File: config.mk
export PLATFORM = sky130hd
export DESIGN_NAME = sar_search_ctrl_flat
export DESIGN_NICKNAME = d
export VERILOG_FILES = /design/src/rtl/sar_search_ctrl_if.sv /design/src/rtl/sar_search_ctrl.sv /design/src/flat_wrapper.sv
export SDC_FILE = /design/constraint.sdc
export NUM_CORES = 1
export LEC_CHECK = 0
export ABC_AREA = 1
export CAP_MARGIN = 25
export CORE_MARGIN = 5
export CORE_UTILIZATION = 40
export CTS_CLUSTER_DIAMETER = 30
export DETAILED_ROUTE_END_ITERATION = 7
export DONT_BUFFER_PORTS = 1
export PLACE_DENSITY_LB_ADDON = 0.15
export SYNTH_ARGS = -nofsm -noshare
export SYNTH_HDL_FRONTEND = slang
export SYNTH_SLANG_ARGS = --single-unit
File: constraint.sdc
create_clock -name clk -period 3.24 [get_ports clk]
set_input_delay 0.648 -clock clk [delete_from_list [all_inputs] [get_ports clk]]
set_output_delay 0.648 -clock clk [all_outputs]
set_load 0.03 [all_outputs]
File: src/rtl/sar_search_ctrl_if.sv
// Handshake and comparator bundle between the sequencing FSM, the search controller and the comparator.
// The master side issues start and returns g/l/e; the slave side is the search controller.
interface sar_search_ctrl_if #(
  parameter int WIDTH = 4
);
  logic             start;
  logic             g;
  logic             l;
  logic             e;
  logic [WIDTH-1:0] probe;
  logic             busy;
  logic             done;
  logic [WIDTH-1:0] result;
  logic             err;

  modport master (
    output start, g, l, e,
    input  probe, busy, done, result, err
  );

  modport slave (
    input  start, g, l, e,
    output probe, busy, done, result, err
  );
endinterface

File: src/rtl/sar_search_ctrl.sv
// Binary-search operand controller: steps the comparator's b operand until it reports equality,
// then returns the matched value (or an error when the g/l/e answers are inconsistent).
module sar_search_ctrl #(
  parameter int WIDTH   = 4,
  parameter int CMP_LAT = 1
) (
  input  logic                clk,
  input  logic                rst_n,
  sar_search_ctrl_if.slave    bus
);

  localparam int               WW      = (CMP_LAT > 0) ? $clog2(CMP_LAT + 1) : 1;
  localparam logic [WW-1:0]    LAT     = WW'(CMP_LAT);
  localparam logic [WIDTH:0]   HI_INIT = {1'b0, {WIDTH{1'b1}}};
  localparam logic [WIDTH-1:0] P_INIT  = {1'b0, {(WIDTH-1){1'b1}}};
  localparam logic [WIDTH-1:0] P_MAX   = {WIDTH{1'b1}};
  localparam logic [WIDTH-1:0] P_ZERO  = '0;

  typedef enum logic [1:0] {
    IDLE = 2'd0,
    WAIT = 2'd1,
    FIN  = 2'd2
  } state_t;

  state_t           r_state, w_state_nxt;
  logic [WIDTH:0]   r_lo, r_hi, w_lo_nxt, w_hi_nxt;
  logic [WIDTH-1:0] r_probe, r_result, w_probe_nxt, w_result_nxt;
  logic [WW-1:0]    r_wait, w_wait_nxt;
  logic             r_busy, r_done, r_err, w_busy_nxt, w_done_nxt, w_err_nxt;

  logic             w_onehot;
  logic [WIDTH:0]   w_lo_g, w_hi_l, w_nlo, w_nhi;
  logic [WIDTH+1:0] w_nsum;
  logic             w_bad_bounds;
  logic             w_edge_hit;

  assign w_onehot = ({bus.g, bus.l, bus.e} == 3'b100) ||
                    ({bus.g, bus.l, bus.e} == 3'b010) ||
                    ({bus.g, bus.l, bus.e} == 3'b001);

  // Candidate bounds for a g or l answer; only used once the range-edge cases are excluded.
  assign w_lo_g       = {1'b0, r_probe} + (WIDTH+1)'(1);
  assign w_hi_l       = {1'b0, r_probe} - (WIDTH+1)'(1);
  assign w_nlo        = bus.g ? w_lo_g : r_lo;
  assign w_nhi        = bus.g ? r_hi : w_hi_l;
  assign w_nsum       = {1'b0, w_nlo} + {1'b0, w_nhi};
  assign w_bad_bounds = (w_nlo > w_nhi);
  assign w_edge_hit   = (bus.g && (r_probe == P_MAX)) || (bus.l && (r_probe == P_ZERO));

  always_ff @(posedge clk or negedge rst_n) begin
    if (!rst_n) begin
      r_state  <= IDLE;
      r_lo     <= '0;
      r_hi     <= '0;
      r_probe  <= '0;
      r_wait   <= '0;
      r_result <= '0;
      r_busy   <= 1'b0;
      r_done   <= 1'b0;
      r_err    <= 1'b0;
    end else begin
      r_state  <= w_state_nxt;
      r_lo     <= w_lo_nxt;
      r_hi     <= w_hi_nxt;
      r_probe  <= w_probe_nxt;
      r_wait   <= w_wait_nxt;
      r_result <= w_result_nxt;
      r_busy   <= w_busy_nxt;
      r_done   <= w_done_nxt;
      r_err    <= w_err_nxt;
    end
  end

  always_comb begin
    w_state_nxt  = r_state;
    w_lo_nxt     = r_lo;
    w_hi_nxt     = r_hi;
    w_probe_nxt  = r_probe;
    w_wait_nxt   = r_wait;
    w_result_nxt = r_result;
    w_busy_nxt   = r_busy;
    w_done_nxt   = 1'b0;
    w_err_nxt    = r_err;
    case (r_state)
      IDLE: begin
        if (bus.start) begin
          w_lo_nxt     = '0;
          w_hi_nxt     = HI_INIT;
          w_probe_nxt  = P_INIT;
          w_wait_nxt   = LAT;
          w_busy_nxt   = 1'b1;
          w_result_nxt = '0;
          w_err_nxt    = 1'b0;
          w_state_nxt  = WAIT;
        end
      end
      WAIT: begin
        if (r_wait != '0) begin
          w_wait_nxt = r_wait - WW'(1);
        end else if (!w_onehot || bus.e) begin
          w_result_nxt = r_probe;
          w_err_nxt    = !w_onehot;
          w_busy_nxt   = 1'b0;
          w_done_nxt   = 1'b1;
          w_state_nxt  = FIN;
        end else if (w_edge_hit || w_bad_bounds) begin
          // Comparator answers contradict the remaining range; report where it broke.
          w_result_nxt = r_probe;
          w_err_nxt    = 1'b1;
          w_busy_nxt   = 1'b0;
          w_done_nxt   = 1'b1;
          w_state_nxt  = FIN;
        end else begin
          w_lo_nxt    = w_nlo;
          w_hi_nxt    = w_nhi;
          w_probe_nxt = w_nsum[WIDTH:1];
          w_wait_nxt  = LAT;
        end
      end
      FIN: begin
        w_state_nxt = IDLE;
      end
      default: begin
        w_state_nxt = IDLE;
        w_busy_nxt  = 1'b0;
      end
    endcase
  end

  assign bus.probe  = r_probe;
  assign bus.busy   = r_busy;
  assign bus.done   = r_done;
  assign bus.result = r_result;
  assign bus.err    = r_err;

endmodule

File: src/flat_wrapper.sv
// flat-port wrapper written by rule: the top's interface ports become plain ports
module sar_search_ctrl_flat 
#(
  parameter int WIDTH   = 4,
  parameter int CMP_LAT = 1
)
  (clk, rst_n, bus_start, bus_g, bus_l, bus_e, bus_probe, bus_busy, bus_done, bus_result, bus_err);
  sar_search_ctrl_if #(.WIDTH(WIDTH)) bus_i ();
  input  logic clk;
  input  logic rst_n;
  input wire logic [$bits(bus_i.start)-1:0] bus_start;
  input wire logic [$bits(bus_i.g)-1:0] bus_g;
  input wire logic [$bits(bus_i.l)-1:0] bus_l;
  input wire logic [$bits(bus_i.e)-1:0] bus_e;
  output wire logic [$bits(bus_i.probe)-1:0] bus_probe;
  output wire logic [$bits(bus_i.busy)-1:0] bus_busy;
  output wire logic [$bits(bus_i.done)-1:0] bus_done;
  output wire logic [$bits(bus_i.result)-1:0] bus_result;
  output wire logic [$bits(bus_i.err)-1:0] bus_err;
  assign bus_i.start = bus_start;
  assign bus_i.g = bus_g;
  assign bus_i.l = bus_l;
  assign bus_i.e = bus_e;
  assign bus_probe = bus_i.probe;
  assign bus_busy = bus_i.busy;
  assign bus_done = bus_i.done;
  assign bus_result = bus_i.result;
  assign bus_err = bus_i.err;
  sar_search_ctrl #(.WIDTH(WIDTH), .CMP_LAT(CMP_LAT)) u_core (.clk(clk), .rst_n(rst_n), .bus(bus_i));
endmodule
==> impl_results.md <==
* Status: completed
* CTS H-tree lvls at 1
* Sequential group share of total power at 0.299
* Comb power frac at 0.597
* Max cap viols at 0
* Place WS at 0.3054 ns
* Final min period at 2.817 ns
* Critical path class: flip-flop to flip-flop
* CTS tree: done
* Crit path from: u_core.bus.probe[0]
* Post-synthesis simple-gate area fraction at 0.3589
* Vias in the first global route at 1270
* Post-synthesis compound-gate area fraction at 0.06411
* Final Cycle Share at 0.8693
* Grt ovf at 0
* Clk sinks at 24
* Die area at approximately 5400 um2
* XOR/XNOR Fraction of Synth Area at 0.01642
* Area Overhead vs Synth at 7.428%
* Post-DP HPWL at 2916 um
* Synth Area per Inst at 7.443 um2
* Cells after synthesis at 215
* Commonest non-fill, non-tap cell in the layout: nand2_1
* Multiplexer share of the synthesized area at 0
* Total wire length at 3801 um
* Pint at roughly 940 uW
* Pwr dens at 1173 nW/um2
* # DRC at 0
* Die Height at about 73 um
* Syn nets at 234
* Worst r2r src: u_core.bus.probe[0]
* CTS clock-pin slew for the worst setup and hold paths at 0.09 ns
* Sequential area share after synthesis at 0.3753
* Crit-path max FO at 15
* #FFs+latches synth at 24
* First-pass GRT wire length at 6327 um
* Vias per cell at 4.903
* Relative slew slack at 0.7059
* Fin util at 0.4361
* Gr usage total at 0.1567
* Overall Power at 2.016 mW
* Mean routed wirelength per cell at 14.13 um
* Post-Syn Area at 1600 um2
* Multi-input gate area at 875.8 um2
* FMAX at 355.0 MHz
* Fillers at 395
* Sw power at 1.073 mW
* TritonCTS Buffers at 3
* Setup crit end kind: flip-flop
* Actual slew at the worst max-slew pin at 0.4366 ns
* Setup ws final at 0.4234 ns
* Initial antenna violation count at 0
* DIE WIDTH at 73.25 um
* First-pass DRT Iterations at 4
* Nets at 239
* First DRT Iteration DRCs at 84
* Initial Utilization at 0.4059
* Final Hold Vio Count at 0
* Worst IR Drop VDD at 0.4935 mV
* Quantity of hold-fixing buffers added after cts at 0
* Port Buffers at 0
* CTS Buffer Depth at 2
* Sequential cell area at about 600 um2
* Crit path launch type: flip-flop
* Req. time, crit path at 3.41 ns
* Yosys Warn Count at 0
* Via count of the routed design at 1319
* IO Count at 17
* Yosys cell types at 27
* Sw Share at 0.5324
* Post-DRT Antenna Nets at 0
* Clock skew at 0.001653 ns
* Clock group share of total power at 0.103
* Clk_lat worst skew at about 0.27 ns
* Adder-Cell Fraction of Synth Area at 0.1063
* Min Hold Slack at 0.06120 ns
* Setup violations, final at 0
* Antenna cells at 0
* Largest family of logic cells by synthesized area: simple AND/OR/NAND/NOR gates
* GPL Wtd Cong at 0.8167
* Critical path arrival at 2.98 ns
* Leak at 0.9425 nW
* Postcts setup bufs at 0
* FP Rows at 23
* Final slew viol count at 0
* Hold WC Path Type: input port to asynchronous set/reset pin
* Core area at 3943 um2
* Register-to-register setup slack at 0.42 ns
* Clk root buf: clkbuf_8
* Share of layout cells above drive strength 1 at 0.1096
* RSZ-0062 raised after global routing: no
* Reg2Reg Depth at 18
* Largest net degree at the start of global routing at 25
* Most frequent cells in the layout: 77 x nand2_1, 24 x dfrtp_1, 20 x nand3_1
* Worst r2r dst: u_core.r_hi[3]
* Setup TNS at 0 ns
## synthesized netlist by cell type (all sizes together)
master  count  share of area
dfrtp      24           0.38
nand3      21          0.069
ha         12          0.094
nand4       6          0.023
xor2        2          0.011
o21ai      10          0.034
and2        1         0.0039
or2         4          0.016
nand3b      1         0.0047
nor2       15          0.045
nand2      81           0.20
inv        22          0.055
a21oi       9          0.030
buf         5          0.024
xnor2       1         0.0055
fa          1          0.013
## layout make-up
class | count | share of cell area
flip-flops and latches | 24 | 0.3493
repair buffers | 5 | 0.02183
inverters | 22 | 0.05095
multi-input cells | 164 | 0.5095
well taps | 50 | 0.03639
clock buffers | 4 | 0.03202
## metrics by stage
| step | cells | instance area (um2) |
|---|---|---|
| 3_5_place_dp | 265 | 1662 |
| 3_3_place_gp | 265 | 1662 |
| 6_report | 269 | 1719 |
| 5_1_grt | 269 | 1719 |
| 4_1_cts | 269 | 1717 |
| 2_1_floorplan | 215 | 1600 |
## sequential cells by signal, summed over array words and instances, names as in the netlist
| signal | cells |
|---|---|
| u_core.bus.done | 1 |
| u_core.r_state | 2 |
| u_core.r_lo | 5 |
| u_core.r_wait | 1 |
| u_core.bus.busy | 1 |
| u_core.bus.err | 1 |
| u_core.r_hi | 5 |
| u_core.bus.result | 4 |
| u_core.bus.probe | 4 |
## logic make-up after synthesis
logic type | count (synthesis)
buffers and inverters | 27
DFF | 24
xor gates and xnor gates | 3
adders and majority gates | 13
AOI/OAI and AO/OA | 19
and+or+nand+nor | 129
## critical path, cell delays in order, from the launching register on
cell and delay (ns):
dfrtp_1 0.43, inv_1 0.12, ha_1 0.24, xnor2_1 0.23
nand2_1 0.07, o21ai_0 0.17, inv_1 0.08, ha_1 0.37
inv_1 0.09, nand2_1 0.06, nand2_1 0.05, nand2_1 0.05
nand3_1 0.07, nand2_1 0.09, nand2_1 0.07, nand2_2 0.19
nand2_4 0.17, nand2_1 0.09, nand2_1 0.06
## per-layer routing
layer  global-route usage  part of all wire
met1               0.2299              0.50
met2               0.2294              0.45
met3              0.03557             0.039
met4              0.04303             0.012
met5                    0                 0
## power by group through the flow
stage	registers (mW)	clock network (mW)	logic (mW)
3_3_place_gp	0.604	0	1.22
3_5_place_dp	0.606	0	1.21
2_1_floorplan	0.618	0	0.917
4_1_cts	0.603	0.217	1.21
6_report	0.603	0.208	1.20
5_1_grt	0.620	0.227	1.39
## worst max path at each step
stage,to,depth (start not counted),slack (ns)
floorplan,u_core.r_wait,15,0.61
global placement,u_core.r_hi[2],18,0.31
detailed placement,u_core.r_hi[3],18,0.31
CTS,u_core.r_lo[4],18,0.28
global route,u_core.bus.result[0],17,0.07
finish,u_core.r_hi[3],18,0.42
## repair_timing
| action | 4_1_cts | 5_1_grt |
|---|---|---|
| endpoints found under the setup margin | 0 | 15 |
| hold endpoints to repair | 0 | 0 |
| gates resized for setup | 0 | 1 |
(Power assumes the default switching activity.)
